### config.mk
export PLATFORM = sky130hd
export DESIGN_NAME = uart_rx_core
export DESIGN_NICKNAME = d
export VERILOG_FILES = /design/src/rtl/uart_pkg.sv /design/src/rtl/uart_rx_sync.sv /design/src/rtl/uart_rx_core.sv
export SDC_FILE = /design/constraint.sdc
export NUM_CORES = 1
export LEC_CHECK = 0
export CAP_MARGIN = 20
export CORE_UTILIZATION = 25
export DETAILED_ROUTE_END_ITERATION = 6
export PLACE_DENSITY = 0.44
export SYNTH_ARGS = -nofsm -noshare
export SYNTH_HDL_FRONTEND = slang
export SYNTH_SLANG_ARGS = --single-unit
export TNS_END_PERCENT = 5
### constraint.sdc
create_clock -name clk -period 2 [get_ports clk]
set_clock_uncertainty 0.15 [all_clocks]
set_input_delay 0.4 -clock clk [delete_from_list [all_inputs] [get_ports clk]]
set_output_delay 0.4 -clock clk [all_outputs]
set_load 0.05 [all_outputs]
### src/rtl/uart_pkg.sv
// Shared definitions for the UART receive/transmit cores: state encoding and
// baud-divider helpers so both directions derive identical bit timing.
package uart_pkg;

    localparam int unsigned DATA_BITS = 8;

    typedef enum logic [1:0] {
        IDLE  = 2'd0,
        START = 2'd1,
        DATA  = 2'd2,
        STOP  = 2'd3
    } uart_state_e;

    function automatic int unsigned calc_cnt_max(input int unsigned clk_freq,
                                                 input int unsigned baud_rate);
        if (baud_rate == 0) begin
            return 1;
        end
        return clk_freq / baud_rate;
    endfunction

    // Counter width that can hold 0..cnt_max-1; never narrower than one bit.
    function automatic int unsigned calc_cnt_width(input int unsigned cnt_max);
        if (cnt_max <= 2) begin
            return 1;
        end
        return $clog2(cnt_max);
    endfunction

endpackage

### src/rtl/uart_rx_sync.sv
// Two-flop synchroniser for the asynchronous serial line plus a falling-edge
// detector; all flops reset high so reset release never looks like a start bit.
module uart_rx_sync (
    input  logic clk,
    input  logic rst,
    input  logic i_rxd,
    output logic o_rxd_s,
    output logic o_fall
);

    logic r_meta;
    logic r_sync;
    logic r_prev;

    always_ff @(posedge clk or posedge rst) begin
        if (rst) begin
            r_meta <= 1'b1;
            r_sync <= 1'b1;
            r_prev <= 1'b1;
        end else begin
            r_meta <= i_rxd;
            r_sync <= r_meta;
            r_prev <= r_sync;
        end
    end

    assign o_rxd_s = r_sync;
    assign o_fall  = r_prev & ~r_sync;

endmodule

### src/rtl/uart_rx_core.sv
// 8N1 UART receiver, LSB first. Validates the start bit at mid-bit, then samples
// every data bit and the stop bit at its centre.
module uart_rx_core
    import uart_pkg::*;
#(
    parameter int unsigned CLK_FREQ  = 10_000_000,
    parameter int unsigned BAUD_RATE = 115200
) (
    input  logic       clk,
    input  logic       rst,
    input  logic       uart_rxd,
    output logic [7:0] dout,
    output logic       dat_valid,
    output logic       rx_busy,
    output logic       frame_err
);

    localparam int unsigned CNT_MAX = calc_cnt_max(CLK_FREQ, BAUD_RATE);
    localparam int unsigned HALF    = CNT_MAX / 2;
    localparam int unsigned CNT_W   = calc_cnt_width(CNT_MAX);

    localparam logic [CNT_W-1:0] CNT_LAST  = CNT_W'(CNT_MAX - 1);
    localparam logic [CNT_W-1:0] HALF_LAST = CNT_W'(HALF - 1);

    logic w_rxd_s;
    logic w_fall;

    uart_state_e          r_state;
    logic [CNT_W-1:0]     r_div_cnt;
    logic [2:0]           r_bit_cnt;
    logic [DATA_BITS-1:0] r_shift;
    logic [DATA_BITS-1:0] r_dout;
    logic                 r_dat_valid;
    logic                 r_rx_busy;
    logic                 r_frame_err;

    uart_rx_sync u_sync (
        .clk     (clk),
        .rst     (rst),
        .i_rxd   (uart_rxd),
        .o_rxd_s (w_rxd_s),
        .o_fall  (w_fall)
    );

    always_ff @(posedge clk or posedge rst) begin
        if (rst) begin
            r_state     <= IDLE;
            r_div_cnt   <= '0;
            r_bit_cnt   <= '0;
            r_shift     <= '0;
            r_dout      <= '0;
            r_dat_valid <= 1'b0;
            r_rx_busy   <= 1'b0;
            r_frame_err <= 1'b0;
        end else begin
            r_dat_valid <= 1'b0;
            r_frame_err <= 1'b0;
            r_div_cnt   <= r_div_cnt + 1'b1;

            case (r_state)
                IDLE: begin
                    r_rx_busy <= 1'b0;
                    // Only an edge starts a frame: a held-low break stays here.
                    if (w_fall) begin
                        r_state   <= START;
                        r_div_cnt <= '0;
                        r_rx_busy <= 1'b1;
                    end
                end

                START: begin
                    if (r_div_cnt == HALF_LAST) begin
                        r_div_cnt <= '0;
                        if (w_rxd_s) begin
                            r_state   <= IDLE;
                            r_rx_busy <= 1'b0;
                        end else begin
                            r_state   <= DATA;
                            r_bit_cnt <= '0;
                        end
                    end
                end

                DATA: begin
                    if (r_div_cnt == CNT_LAST) begin
                        r_div_cnt <= '0;
                        r_shift   <= {w_rxd_s, r_shift[DATA_BITS-1:1]};
                        if (r_bit_cnt == 3'd7) begin
                            r_state <= STOP;
                        end else begin
                            r_bit_cnt <= r_bit_cnt + 3'd1;
                        end
                    end
                end

                STOP: begin
                    if (r_div_cnt == CNT_LAST) begin
                        r_div_cnt <= '0;
                        r_state   <= IDLE;
                        r_rx_busy <= 1'b0;
                        if (w_rxd_s) begin
                            r_dout      <= r_shift;
                            r_dat_valid <= 1'b1;
                        end else begin
                            r_frame_err <= 1'b1;
                        end
                    end
                end

                default: begin
                    r_state   <= IDLE;
                    r_rx_busy <= 1'b0;
                end
            endcase
        end
    end

    assign dout      = r_dout;
    assign dat_valid = r_dat_valid;
    assign rx_busy   = r_rx_busy;
    assign frame_err = r_frame_err;

endmodule

==> summary.md, run 1 <==
| Metric | Value |
|---|---|
| Cell Area, Placed | `approximately 1800 um2` |
| Dpl hpwl | `2150 um` |
| Power per cell area | `between 1000 and 1500 nW/um2` |
| Pin count of the biggest net entering global routing | `18` |
| Critical-path cell list | `inv_1, ha_1, nand4bb_2, nor4_4, buf_6, mux2_2` |
| CTS buffer count | `5` |
| Diode count | `0` |
| Unrepaired setup endpoints after global routing | `false` |
| Netlist cell types | `37` |
| Core Footprint | `5920 um2` |
| Starting density of the core | `about a quarter` |
| Share of cells above drive strength 1 | `36.2%` |
| Slew Viols, Final | `0` |
| Post-CTS Setup Inserts | `0` |
| Sequential fraction of the synthesis area | `55.6%` |
| GRT Overall Usage | `10.3%` |
| #FFs+latches synth | `34` |
| IO Port Bufs | `13` |
| Clk sinks | `34` |
| Drt first pass iters | `4` |
| RePlAce Congestion | `0.825` |
| Worst path slowest cell | `dfrtp_1` |
| Filler cells | `around 600` |
| Synth Warn # | `0` |
| Multi-input logic area | `658 um2` |
| # setup viols final | `0` |
| Vias/cell | `roughly 4.5` |
| Area grow syn2layout | `25.0%` |
| Fin crit share | `95.8%` |
| Leakage | `0.000928 uW` |
| Chip height | `80.4 um` |
| Max-Cap Viols | `0` |
| Number of flops mapped to enable cells by yosys | `0` |
| # nets final | `roughly 160` |
| Remaining DRCs | `0` |
| Chip width | `80.4 um` |
| Count of final hold-check violations | `0` |
| Ys flop type | `dfrtp_1` |
| CTS Root Cell | `clkbuf_8` |
| Status | `complete, no violations` |
| Skew-Pair Late Insertion Delay | `roughly 280 ps` |
| Grt total ovfl | `0` |
| Post-Syn Area | `1540 um2` |
| Mapped Nets | `129` |
| WS Path Type | `flip-flop to flip-flop` |
| Avg WL per Cell | `between 10 and 15 um` |
| Row Count | `28` |
| CTS HTree Levels | `2` |
| Initial antenna violation count | `0` |
| Gate Count Post-Synth | `121` |
| Crit path DAT | `1930 ps` |
| Max Clock Freq | `around 520 MHz` |
| I/O Pins | `14` |
| Final non-filler cell area | `1920 um2` |
| CTS tree | `done` |
| DR iter-0 viols | `78` |
| Global-route wire length before repair | `4980 um` |
| Register area | `855 um2` |
| Clock Tree Buf Depth | `2` |
| FFs w/ async S/R, synth | `100%` |
| CP max stage delay | `around 380 ps` |
| Average footprint of a synthesized cell | `12.7 um2` |
| Setup TNS | `0 ps` |
| Routed Antenna Nets | `0` |
| Final critical-path required period | `1920 ps` |
| Clock slew at reported path FFs | `roughly 70 ps` |
| VDD IR max | `0.328 mV` |
| Max FO, Critical Path | `9` |
| Worst path required time | `a little over 2000 ps` |
| Crit path launch type | `flip-flop` |
| Crit path capture type | `flip-flop` |
| HP Class | `flip-flop to flip-flop` |
| Die area | `6460 um2` |
| Detailed Route WL | `2950 um` |
| Worst-Margin Slew | `454 ps` |
| Number of global-route vias before repair | `1,055` |
| Via count | `1,025` |
| Slew margin rel. | `69.4%` |
==> cell type report <==
type	count	share of cell area [%]
Inverter	5	0.977
Sequential cell	34	44.5
Multi-Input combinational cell	79	34.3
Clock buffer	7	4.50
Timing Repair Buffer	26	10.6
Clock inverter	1	0.261
Tap cell	75	4.89
==> power by group <==
part           leakage, uW  total, uW  switching (uW)  internal [uW]
Clock            0.0000482        519             242            278
Sequential        0.000451        892             113            779
Combinational     0.000428        566             305            261
Total             0.000928       1980             660           1320
==> metrics by stage <==
stage | instances | util, % | setup WS [ps] | hold slack (ps) | total power, uW
after detailed placement | 219 | 30.7 | -10.4 | 199 | 1460
after global placement | 219 | 30.7 | 46.4 | 196 | 1450
after global routing | 227 | 32.4 | 12.4 | 215 | 2110
after floorplan | 121 | - | 24.8 | 195 | 1240
after CTS | 227 | 32.3 | 31.6 | 209 | 2000
final | 227 | 32.4 | 83.7 | 208 | 1980
==> worst max-delay path, delay by kind of cell, from the launching register on <==
kind / cells / cell delay [ps]
muxes: 1 / 340
buffers and inverters: 2 / 240
DFF: 1 / 380
and+or+nand+nor: 2 / 520
adders and majority gates: 1 / 180
==> worst paths after layout <==
| check | slack [ps] | start | to | depth (start not counted) |
|---|---|---|---|---|
| min | 210 | u_sync.r_meta | u_sync.o_rxd_s | 0 |
| max reg2reg | 80 | r_div_cnt[1] | dout[3] | 6 |
| max | 80 | r_div_cnt[1] | dout[3] | 6 |
| min in group asynchronous | 240 | rst | r_div_cnt[5] | 2 |
| max in group asynchronous | 920 | rst | u_sync.r_prev | 3 |
| min reg2reg | 210 | u_sync.r_meta | u_sync.o_rxd_s | 0 |
==> state kept, by name, indices dropped and copies added (netlist names), named ones only <==
name	count
r_bit_cnt	3
rx_busy	1
r_shift	8
u_sync.r_prev	1
dout	8
dat_valid	1
frame_err	1
r_state	1
u_sync.r_meta	1
r_div_cnt	7
u_sync.o_rxd_s	1
==> timing repair <==
item | 4_1_cts | 5_1_grt
setup endpoints to repair | 8 | 11
gates resized for setup | 1 | 2
endpoints found under the hold margin | 0 | 0
pin swaps | 0 | 0
hold buffers | 0 | 0
==> layout by cell type, fill, tap and decap left out, types with 2 or more instances in the layout <==
cell type        count
a221o_1              2
and2_1               3
dfrtp_1             31
inv_1                5
nor4_4               2
nand3_1              2
dfstp_2              3
xor2_1               2
ha_1                 5
nor2_1               2
buf_4               23
nor4_1               2
a21oi_1              9
a31oi_1              2
a22oi_1              2
o21ai_0              2
mux2_2              16
nand2_1              8
clkdlybuf4s50_1      2
clkbuf_8             6
or3_1                2
==> cell usage after synthesis, types with 2 or more instances <==
cell | number | share of area, %
dfrtp_1 | 31 | 50
mux2_2 | 16 | 12
a21oi_1 | 9 | 2.9
nand2_1 | 8 | 2.0
ha_1 | 5 | 4.1
inv_1 | 5 | 1.2
and2_1 | 3 | 1.2
dfstp_2 | 3 | 5.1
a221o_1 | 2 | 1.3
a22oi_1 | 2 | 0.98
a31oi_1 | 2 | 0.81
clkbuf_1 | 2 | 0.49
nand3_1 | 2 | 0.65
nor2_1 | 2 | 0.49
nor2b_1 | 2 | 0.81
nor4_1 | 2 | 0.81
nor4_4 | 2 | 2.8
o21ai_0 | 2 | 0.65
or3_1 | 2 | 0.81
xor2_1 | 2 | 1.1
==> per-layer routing <==
| layer | share of wire (%) | vias up | track usage, % |
|---|---|---|---|
| met2 | 44 | 16 | 14.8 |
| met1 | 50 | 507 | 14.0 |
| li1 | - | 497 | - |
| met3 | 3.7 | 5 | 2.73 |
| met4 | 1.8 | 0 | 5.18 |
| met5 | 0 | - | 0 |
==> cell families (layout without fill, tap and decap cells) <==
family / Yosys count / after routing / synth area share, %
AOI/OAI and AO/OA: 22 / 22 / 9.36
DFF: 34 / 34 / 55.6
buffers and inverters: 8 / 39 / 2.04
xor gates and xnor gates: 3 / 3 / 1.71
and+or+nand+nor: 32 / 32 / 14.8
adders and majority gates: 5 / 5 / 4.07
muxes: 17 / 17 / 12.4
Note: power is estimated with default switching activity, not from simulation.
==> run 2, diff against run 1 <==
--- a/config.mk
+++ b/config.mk
@@ -5,10 +5,13 @@
 export SDC_FILE = /design/constraint.sdc
 export NUM_CORES = 1
 export LEC_CHECK = 0
+export ABC_AREA = 1
 export CAP_MARGIN = 20
+export CELL_PAD_IN_SITES_DETAIL_PLACEMENT = 2
+export CELL_PAD_IN_SITES_GLOBAL_PLACEMENT = 2
 export CORE_UTILIZATION = 25
 export DETAILED_ROUTE_END_ITERATION = 6
-export PLACE_DENSITY = 0.44
+export PLACE_DENSITY = 0.61
 export SYNTH_ARGS = -nofsm -noshare
 export SYNTH_HDL_FRONTEND = slang
 export SYNTH_SLANG_ARGS = --single-unit
==> summary.md, run 2 <==
| Metric | Value |
|---|---|
| Status | `complete, no violations` |
| Crit path launch type | `flip-flop` |
| RePlAce Congestion | `0.745` |
| Unrepaired setup endpoints after global routing | `false` |
| # setup viols final | `0` |
| Clock slew at reported path FFs | `60 ps` |
| Ys flop type | `dfrtp_1` |
| I/O Pins | `14` |
| Vias/cell | `4.40` |
| Initial antenna violation count | `0` |
| HP Class | `flip-flop to flip-flop` |
| Multi-input logic area | `about 650 um2` |
| Max Clock Freq | `612 MHz` |
| Crit path capture type | `flip-flop` |
| Grt total ovfl | `0` |
| Post-Syn Area | `around 1600 um2` |
| Commonest cells in the netlist | `nand2_1 (41), dfrtp_1 (31), inv_1 (24), o21ai_2 (15), nor2_1 (13)` |
| Gate Count Post-Synth | `171` |
| Number of global-route vias before repair | `1,322` |
| Max-Cap Viols | `0` |
| Dpl hpwl | `roughly 2700 um` |
| Setup TNS | `0 ps` |
| DR iter-0 viols | `28` |
| Avg WL per Cell | `13.1 um` |
| VDD IR max | `0.535 mV` |
| Remaining DRCs | `0` |
| Worst-Margin Slew | `443 ps` |
| #FFs+latches synth | `34` |
| Skew-Pair Late Insertion Delay | `roughly 280 ps` |
| Chip height | `82.9 um` |
| Routed metal-1 wirelength | `around 1500 um` |
| # nets final | `197` |
| Synth Warn # | `0` |
| CTS Root Cell | `clkbuf_8` |
| Global-route wire length before repair | `6380 um` |
| Die area | `6870 um2` |
| Commonest non-fill, non-tap cells in the layout | `nand2_1 (41), dfrtp_1 (31), inv_1 (24)` |
| Netlist cell types | `26` |
| Most common cell in the synthesized netlist | `nand2_1` |
| PostCTS Resize Cnt | `0` |
| Leakage | `0.000953 uW` |
| Diode count | `0` |
| Filler cells | `710` |
| WS Path Type | `flip-flop to flip-flop` |
| Count of final hold-check violations | `0` |
| Via count | `between 1,000 and 1,500` |
| Final Util | `30.0%` |
| Sequential fraction of the synthesis area | `52.3%` |
| Synth area leader | `dfrtp_1` |
| Clk sinks | `34` |
| Pin count of the biggest net entering global routing | `35` |
| Drt first pass iters | `4` |
| Hold-fix buffers, CTS | `0` |
| IO Port Bufs | `13` |
| Fin crit share | `between 80 and 90%` |
| Crit path to | `dout[1]` |
| Reg2reg start | `r_div_cnt[1]` |
| Row Count | `29` |
| Mapped Nets | `179` |
| Routed wl met2 | `about 1800 um` |
| Top area cells in the synthesized netlist | `dfrtp_1 (47%), nand2_1 (9.4%), o21ai_2 (8.0%)` |
| Final critical-path required period | `1630 ps` |
| Worst path required time | `2010 ps` |
| Clock Tree Buf Depth | `2` |
| Reg2reg end | `dout[1]` |
| Routed Antenna Nets | `0` |
| Chip width | `82.9 um` |
| Post-CTS Setup Inserts | `0` |
| Detailed Route WL | `3510 um` |
| R2R depth | `9` |
| Crit path launch | `r_div_cnt[1]` |
| GRT Overall Usage | `approximately an eighth` |
| Core Footprint | `6350 um2` |
| Routed wl met3 | `between 90 and 100 um` |
| Top routing layer in use | `met4` |
| Max FO, Critical Path | `16` |
| Post-synth top area share | `a little under half` |
| Power per cell area | `1110 nW/um2` |
| CTS tree | `done` |
| Share of cells above drive strength 1 | `28.4%` |
| CTS buffer count | `5` |
| R2r setup slk | `about 370 ps` |
| FFs w/ async S/R, synth | `100%` |
| CTS HTree Levels | `2` |
| Slew margin rel. | `between 70% and 80%` |
| Average footprint of a synthesized cell | `~9.6 um2` |
| Slew Viols, Final | `0` |
| Commonest non-fill, non-tap cell in the layout | `nand2_1` |
| Number of flops mapped to enable cells by yosys | `0` |
| Register area | `855 um2` |
| Crit path DAT | `1650 ps` |
| Starting density of the core | `25.8%` |
| Area grow syn2layout | `16.4%` |
## run 2: changes by cell type after synthesis, sizes merged, moves of 3 or more
| cell | change |
|---|---|
| a21oi | -9 |
| and2 | -3 |
| buf | +3 |
| clkbuf | -3 |
| inv | +22 |
| mux2 | -16 |
| nand2 | +41 |
| nand3 | +5 |
| nand4 | +4 |
| nor2 | +14 |
| nor4 | -4 |
| o21ai | +18 |
## run 2: worst min-delay path by stage
| stage | depth (start not counted) | startpoint | slack [ps] | endpoint |
|---|---|---|---|---|
| 2_1_floorplan | 0 | u_sync.r_meta | 200 | u_sync.o_rxd_s |
| 4_1_cts | 0 | u_sync.r_meta | 210 | u_sync.o_rxd_s |
| 6_report | 0 | u_sync.r_meta | 210 | u_sync.o_rxd_s |
| 3_5_place_dp | 0 | u_sync.r_meta | 200 | u_sync.o_rxd_s |
| 3_3_place_gp | 0 | u_sync.r_meta | 200 | u_sync.o_rxd_s |
| 5_1_grt | 0 | u_sync.r_meta | 210 | u_sync.o_rxd_s |
## run 2: worst max-delay path: stages (launching register included)
cell,delay (ps)
dfrtp_1,430
inv_1,70
ha_1,180
nand2_4,60
nor2_4,130
nand2_4,80
inv_4,90
nand2_4,140
nand2_1,130
o21ai_2,60
## run 2: power by group
part           leakage (uW)  switching [uW]  internal, uW
sequential         0.000450             131           796
clock             0.0000482             237           278
combinational      0.000454             440           237
## run 2: logic make-up after synthesis
family	count (synthesis)	share of synthesized area (%)
xor+xnor	2	1.07
compound gates	22	10.4
buf+inv	30	8.19
simple gates	78	24.3
fa+ha+maj	5	3.83
flops	34	52.3
## run 2: final cells by class
type	count	area share (%)
multi-input cells	107	34.0
well taps	77	5.06
clock buffers	7	4.54
inverters	27	5.46
clock inverters	1	0.263
flip-flops and latches	34	44.9
repair buffers	14	5.79
## run 2: per-layer routing
layer	GRT usage [%]	up-vias
met5	0	-
met4	4.70	0
met3	2.39	4
met2	20.6	15
met1	13.6	588
li1	-	567
## run 2: per-stage QoR
stage          std cells  power [uW]  worst slack [ps]  instance area [um2]  hold slack (ps)
2_1_floorplan        171        1450               463                 1640              195
3_3_place_gp         259        1580               400                 1810              199
3_5_place_dp         259        1630               344                 1810              200
4_1_cts              267        2170               333                 1900              210
5_1_grt              267        2310               191                 1900              215
6_report             267        2120               365                 1900              209
